## src/rtl/xalu_ctrl.sv

```systemverilog
// HI/LO multiply/divide controller for the E stage.
// Multiplies complete after a fixed MUL_LAT latency; divides use a 32-step restoring
// divider framed by a prepare cycle (magnitudes) and a fix-up cycle (signs).
module xalu_ctrl #(
  parameter int unsigned MUL_LAT = 4
) (
  input  logic        Clk,
  input  logic        Clr_n,
  input  logic        E_Start,
  input  logic [2:0]  E_Op,
  input  logic [31:0] E_RsData,
  input  logic [31:0] E_RtData,
  input  logic        dm_stall,
  input  logic        exp_flush,
  output logic        E_XALU_Busy,
  output logic        XALU_Done,
  output logic [31:0] HI,
  output logic [31:0] LO
);

  localparam logic [2:0] StIdle    = 3'd0;
  localparam logic [2:0] StMul     = 3'd1;
  localparam logic [2:0] StDivPrep = 3'd2;
  localparam logic [2:0] StDivIter = 3'd3;
  localparam logic [2:0] StDivFix  = 3'd4;

  localparam logic [2:0] OpMult  = 3'd0;
  localparam logic [2:0] OpMultu = 3'd1;
  localparam logic [2:0] OpDiv   = 3'd2;
  localparam logic [2:0] OpDivu  = 3'd3;
  localparam logic [2:0] OpMthi  = 3'd4;
  localparam logic [2:0] OpMtlo  = 3'd5;

  logic [2:0]  state_q, state_d;
  logic [5:0]  cnt_q, cnt_d;
  logic [31:0] op_a_q, op_a_d;
  logic [31:0] op_b_q, op_b_d;
  logic        sgn_q, sgn_d;
  logic        q_neg_q, q_neg_d;
  logic        r_neg_q, r_neg_d;
  logic        div0_q, div0_d;
  logic [31:0] quo_q, quo_d;
  logic [31:0] rem_q, rem_d;
  logic [31:0] divb_q, divb_d;
  logic [31:0] hi_q, hi_d;
  logic [31:0] lo_q, lo_d;
  logic        done_q, done_d;

  logic        accept;
  logic [63:0] mul_a, mul_b, prod;
  logic [32:0] rem_sh, rem_sub;
  logic        q_bit;

  assign E_XALU_Busy = (state_q != StIdle);
  assign XALU_Done   = done_q;
  assign HI          = hi_q;
  assign LO          = lo_q;

  // Datapath helpers: sign-extended product and one restoring-division step.
  always_comb begin
    accept  = (state_q == StIdle) && E_Start && !dm_stall && !exp_flush && (E_Op <= OpMtlo);
    mul_a   = {{32{sgn_q & op_a_q[31]}}, op_a_q};
    mul_b   = {{32{sgn_q & op_b_q[31]}}, op_b_q};
    prod    = mul_a * mul_b;
    rem_sh  = {rem_q, quo_q[31]};
    q_bit   = (rem_sh >= {1'b0, divb_q});
    rem_sub = q_bit ? (rem_sh - {1'b0, divb_q}) : rem_sh;
  end

  // Next-state logic for the FSM, operand latches, divider and HI/LO.
  always_comb begin
    state_d = state_q;
    cnt_d   = cnt_q;
    op_a_d  = op_a_q;
    op_b_d  = op_b_q;
    sgn_d   = sgn_q;
    q_neg_d = q_neg_q;
    r_neg_d = r_neg_q;
    div0_d  = div0_q;
    quo_d   = quo_q;
    rem_d   = rem_q;
    divb_d  = divb_q;
    hi_d    = hi_q;
    lo_d    = lo_q;
    done_d  = 1'b0;
    unique case (state_q)
      StIdle: begin
        if (accept) begin
          unique case (E_Op)
            OpMult, OpMultu: begin
              op_a_d  = E_RsData;
              op_b_d  = E_RtData;
              sgn_d   = (E_Op == OpMult);
              cnt_d   = 6'(MUL_LAT - 1);
              state_d = StMul;
            end
            OpDiv, OpDivu: begin
              op_a_d  = E_RsData;
              op_b_d  = E_RtData;
              sgn_d   = (E_Op == OpDiv);
              state_d = StDivPrep;
            end
            OpMthi:  hi_d = E_RsData;
            OpMtlo:  lo_d = E_RsData;
            default: ;
          endcase
        end
      end
      StMul: begin
        if (cnt_q == 6'd0) begin
          {hi_d, lo_d} = prod;
          done_d       = 1'b1;
          state_d      = StIdle;
        end else begin
          cnt_d = cnt_q - 6'd1;
        end
      end
      StDivPrep: begin
        // Most-negative dividend negates to itself, which is its correct unsigned magnitude.
        quo_d   = (sgn_q && op_a_q[31]) ? (32'd0 - op_a_q) : op_a_q;
        divb_d  = (sgn_q && op_b_q[31]) ? (32'd0 - op_b_q) : op_b_q;
        q_neg_d = sgn_q && (op_a_q[31] ^ op_b_q[31]);
        r_neg_d = sgn_q && op_a_q[31];
        div0_d  = (op_b_q == 32'd0);
        rem_d   = 32'd0;
        cnt_d   = 6'd32;
        state_d = StDivIter;
      end
      StDivIter: begin
        rem_d = rem_sub[31:0];
        quo_d = {quo_q[30:0], q_bit};
        cnt_d = cnt_q - 6'd1;
        if (cnt_q == 6'd1) state_d = StDivFix;
      end
      StDivFix: begin
        if (div0_q) begin
          lo_d = 32'hFFFF_FFFF;
          hi_d = op_a_q;
        end else begin
          lo_d = q_neg_q ? (32'd0 - quo_q) : quo_q;
          hi_d = r_neg_q ? (32'd0 - rem_q) : rem_q;
        end
        done_d  = 1'b1;
        state_d = StIdle;
      end
      default: state_d = StIdle;
    endcase
  end

  // State registers with synchronous active-low clear.
  always_ff @(posedge Clk) begin
    if (!Clr_n) begin
      state_q <= StIdle;
      cnt_q   <= 6'd0;
      op_a_q  <= 32'd0;
      op_b_q  <= 32'd0;
      sgn_q   <= 1'b0;
      q_neg_q <= 1'b0;
      r_neg_q <= 1'b0;
      div0_q  <= 1'b0;
      quo_q   <= 32'd0;
      rem_q   <= 32'd0;
      divb_q  <= 32'd0;
      hi_q    <= 32'd0;
      lo_q    <= 32'd0;
      done_q  <= 1'b0;
    end else begin
      state_q <= state_d;
      cnt_q   <= cnt_d;
      op_a_q  <= op_a_d;
      op_b_q  <= op_b_d;
      sgn_q   <= sgn_d;
      q_neg_q <= q_neg_d;
      r_neg_q <= r_neg_d;
      div0_q  <= div0_d;
      quo_q   <= quo_d;
      rem_q   <= rem_d;
      divb_q  <= divb_d;
      hi_q    <= hi_d;
      lo_q    <= lo_d;
      done_q  <= done_d;
    end
  end

endmodule
```

## config.mk

```make
export PLATFORM = sky130hd
export DESIGN_NAME = xalu_ctrl
export DESIGN_NICKNAME = d
export VERILOG_FILES = /design/src/rtl/xalu_ctrl.sv
export SDC_FILE = /design/constraint.sdc
export NUM_CORES = 2
export LEC_CHECK = 0
export BUFFER_PORTS_ARGS = -buffer_cell sky130_fd_sc_hd__buf_4
export CORE_MARGIN = 3
export CORE_UTILIZATION = 50
export DETAILED_ROUTE_END_ITERATION = 8
export GPL_TIMING_DRIVEN = 0
export PLACE_DENSITY_LB_ADDON = 0.15
export SYNTH_ARGS = -nofsm -noshare
export SYNTH_HDL_FRONTEND = slang
export SYNTH_SLANG_ARGS = --single-unit
```

## constraint.sdc

```tcl
create_clock -name Clk -period 23.2 [get_ports Clk]
set_clock_uncertainty 0.15 [all_clocks]
set_input_delay 4.64 -clock Clk [delete_from_list [all_inputs] [get_ports Clk]]
set_output_delay 4.64 -clock Clk [all_outputs]
set_load 0.02 [all_outputs]
```

==> results.sh <==
export IMPL_outcome="finished with violations"
export IMPL_violations="capacitance limit, slew limit"
export IMPL_start_util_pct=50.6
export IMPL_syn_nets=7597
export IMPL_p_leak_nw=26.7
export IMPL_path_delay_family="adder cells"
export IMPL_hold_slack_ns=0.318
export IMPL_grt_pass1_vias=45100
export IMPL_clkTransAtPathRegs_ns=0.07
export IMPL_synth_flop_cell="dfxtp_1"
export IMPL_gp_congestion=1.02
export IMPL_num_io_pins=138
export IMPL_cts_tree="built"
export IMPL_crit_top_cell="fa_1"
export IMPL_synth_edf_count=0
export IMPL_min_delay_path_depth=2
export IMPL_grt_use_met1_pct=49.7
export IMPL_die_width_um=330
export IMPL_rsz0062_at_grt="false"
export IMPL_seqCellArea_um2=4760
export IMPL_fin_cells=7732
export IMPL_viasPerCell=5.81
export IMPL_reg2reg_depth=28
export IMPL_yosysSeqAreaShare_pct=9.06
export IMPL_crit_path_end_kind="flip-flop"
export IMPL_cp_depth=28
export IMPL_cts_sink_count=238
export IMPL_dieArea_um2=109000
export IMPL_drc=0
export IMPL_ir_worst_vdd_v=0.0000525
export IMPL_grt_overflow=0
export IMPL_htree_num_levels=1
export IMPL_clk_path_buf_depth=3
export IMPL_cts_resized=0
export IMPL_final_setup_viol_count=0
export IMPL_cts_root_buf="clkbuf_16"
export IMPL_grt_busiest_layer="met2"
export IMPL_coreArea_um2=104000
export IMPL_port_buffers=136
export IMPL_final_fill_count=9937
export IMPL_max_freq_mhz=86.1
export IMPL_fin_area_um2=56500
export IMPL_layout_drive_gt1_share_pct=3.44
export IMPL_grt_use_met2_pct=59.6
export IMPL_die_y_um=330
export IMPL_clk_insertion_delay_late_ns=0.58
export IMPL_antenna_found_initial=19
export IMPL_critPathKind="flip-flop to flip-flop"
export IMPL_syn_inst=6147
export IMPL_syn2layout_area_growth_pct=7.31
export IMPL_post_place_ws_ns=11.70
export IMPL_multi_input_area_um2=41800
export IMPL_holdBufCountCts=0
export IMPL_via_count=44900
export IMPL_drt_iter0_drc=4541
export IMPL_num_rows=118
export IMPL_hold_class="flip-flop to flip-flop"
export IMPL_dp_cells=7663
export IMPL_cap_viol_max_count=1
export IMPL_async_flop_share_pct=0
export IMPL_tightestPinTransition_ns=1.54
export IMPL_wl_per_cell_um=26.9
export IMPL_grt_first_pass_wirelength_um=302000
export IMPL_ys_seq_elements=238
export IMPL_grt_max_degree=25
export IMPL_synthDistinctLibCells=73
export IMPL_grt_util_met3_pct=9.44
export IMPL_grt_usage_pct=38.4
export IMPL_slew_headroom_pct=-2.48
export IMPL_postRouteAntennaNets=0
export IMPL_final_max_slew_violation_count=16
export IMPL_cp_arrival_ns=11.98
export IMPL_hold_viol_final=0
export IMPL_worst_ep_required_time_ns=23.56
export IMPL_cp_max_fo=10
export IMPL_critPathSlowestCell="buf_1"
export IMPL_cts_setup_buffers=0
export IMPL_tns_ns=0
export IMPL_cp_num_buf_inv=10
export IMPL_fin_nets=7764
export IMPL_syn_avg_cell_area_um2=8.56
export IMPL_cts_made_buffers=29
export IMPL_slowest_delay_ns=0.95
export IMPL_total_power_mw=1.35
export IMPL_finalCritPeriodShare_pct=50.1
export IMPL_period_needed_ns=11.62
export IMPL_wl_um=208000
export IMPL_yosysWarnings=0
export IMPL_p_per_area_nw_per_um2=23.9
export IMPL_place_hpwl_um=177000
export IMPL_placed_cell_area_um2=55400
export IMPL_firstDrtPassIters=8
export IMPL_fin_util_pct=54.3
export IMPL_syn_area_um2=52600
export IMPL_setup_slack_ns=11.58
export IMPL_cp_start_kind="flip-flop"
[worst min-delay path, stage by stage, from the launching register on]
cell	delay (ns)
dfxtp_1	0.31
nand2_1	0.05
a21boi_0	0.06
[routing by layer]
metal,vias up,routed length [µm]
met4,6,14400
li1,19100,-
met5,-,47
met2,2333,92400
met1,22900,79000
met3,549,22200
[sequential cells by signal (all words and copies together) (netlist names)]
signal / count
r_neg_q: 1
state_q: 3
op_a_q: 32
sgn_q: 1
LO: 32
quo_q: 32
HI: 32
op_b_q: 32
rem_q: 32
cnt_q: 6
q_neg_q: 1
XALU_Done: 1
divb_q: 32
div0_q: 1
[synthesized netlist by cell type (9+ instances only)]
| cell | n | area (µm²) |
|---|---|---|
| inv_1 | 1192 | 4470 |
| fa_1 | 1126 | 22500 |
| nand2_1 | 1031 | 3870 |
| and2_1 | 369 | 2310 |
| clkbuf_1 | 318 | 1190 |
| ha_1 | 252 | 3150 |
| dfxtp_1 | 238 | 4760 |
| o21ai_0 | 233 | 1170 |
| a21oi_1 | 195 | 976 |
| nor2_1 | 175 | 657 |
| xnor2_1 | 119 | 1040 |
| buf_1 | 89 | 334 |
| xor2_1 | 87 | 762 |
| a21boi_0 | 79 | 593 |
| nand3_1 | 44 | 220 |
| a21o_1 | 42 | 315 |
| o211a_1 | 40 | 400 |
| a221oi_1 | 38 | 333 |
| nor3_1 | 33 | 165 |
| nand2b_1 | 32 | 200 |
| and3_1 | 31 | 194 |
| o22ai_1 | 29 | 181 |
| o31ai_1 | 29 | 218 |
| or3_1 | 28 | 175 |
| a31oi_1 | 23 | 144 |
| nand4_1 | 20 | 125 |
| nor2b_1 | 20 | 125 |
| mux2i_1 | 19 | 190 |
| o21a_1 | 18 | 135 |
| or4_1 | 18 | 135 |
| o21bai_1 | 17 | 128 |
| o41ai_1 | 16 | 140 |
| nor4_1 | 15 | 93.8 |
| o221ai_1 | 13 | 114 |
| a211oi_1 | 10 | 75.1 |
| a22oi_1 | 9 | 67.6 |
| o211ai_1 | 9 | 67.6 |
[cells in the final DEF (no fill, tap or decap), types with 9 or more instances in the layout]
cell       count
o31ai_1       29
or3_1         28
xor2_1        87
nand2b_1      32
o21bai_1      17
o211ai_1       9
a21boi_0      79
dfxtp_1      238
xnor2_1      119
buf_4        136
fa_1        1125
diode_2       17
nand3_1       44
a21o_1        42
nor4_1        15
o221ai_1      13
a31oi_1       23
clkbuf_1     322
o21ai_0      233
a211oi_1      10
nor3_1        33
nor2_1       175
o22ai_1       29
buf_1         89
a21oi_1      195
nor2b_1       20
and3_1        31
nand2_1     1031
mux2i_1       19
ha_1         252
o211a_1       40
and2_1       369
o41ai_1       16
o21a_1        18
a22oi_1        9
a221oi_1      38
or4_1         18
clkbuf_16     29
inv_1       1192
nand4_1       20
[cell type report]
type / count / share of cell area [%]
Clock buffer: 39 / 1.44
Timing Repair Buffer: 136 / 1.81
Multi-Input combinational cell: 4306 / 74.1
Tap cell: 1380 / 3.06
Inverter: 1193 / 7.93
Buffer: 410 / 2.73
Antenna cell: 17 / 0.0753
Clock inverter: 13 / 0.425
Sequential cell: 238 / 8.44
[final timing paths]
kind	slack [ns]	from	end
worst min register to register	0.32	LO[23]$_SDFFE_PN0P_	LO[23]$_SDFFE_PN0P_
worst max-delay path	11.58	op_a_q[31]$_SDFFE_PN0P_	HI[31]$_SDFFE_PN0P_
worst max register to register	11.58	op_a_q[31]$_SDFFE_PN0P_	HI[31]$_SDFFE_PN0P_
worst min-delay path	0.32	LO[23]$_SDFFE_PN0P_	LO[23]$_SDFFE_PN0P_
[power breakdown]
group	switching (mW)	internal, mW
sequential	0.0170	0.424
combinational	0.261	0.125
clock	0.201	0.321
total	0.479	0.870
[cells by family (layout without fill, tap and decap cells)]
| logic type | Yosys count | in the layout | share of synthesized area [%] |
|---|---|---|---|
| AO/OA/AOI/OAI | 853 | 853 | 10.6 |
| XOR/XNOR | 206 | 206 | 3.43 |
| adder cells (fa/ha/maj) | 1378 | 1378 | 48.8 |
| buffers and inverters | 1603 | 1791 | 11.4 |
| flip-flops | 238 | 238 | 9.06 |
| multiplexers | 19 | 19 | 0.361 |
| other | 0 | 17 | 0 |
| AND/OR/NAND/NOR | 1850 | 1850 | 16.3 |
Power figures use the tool's default switching activity.
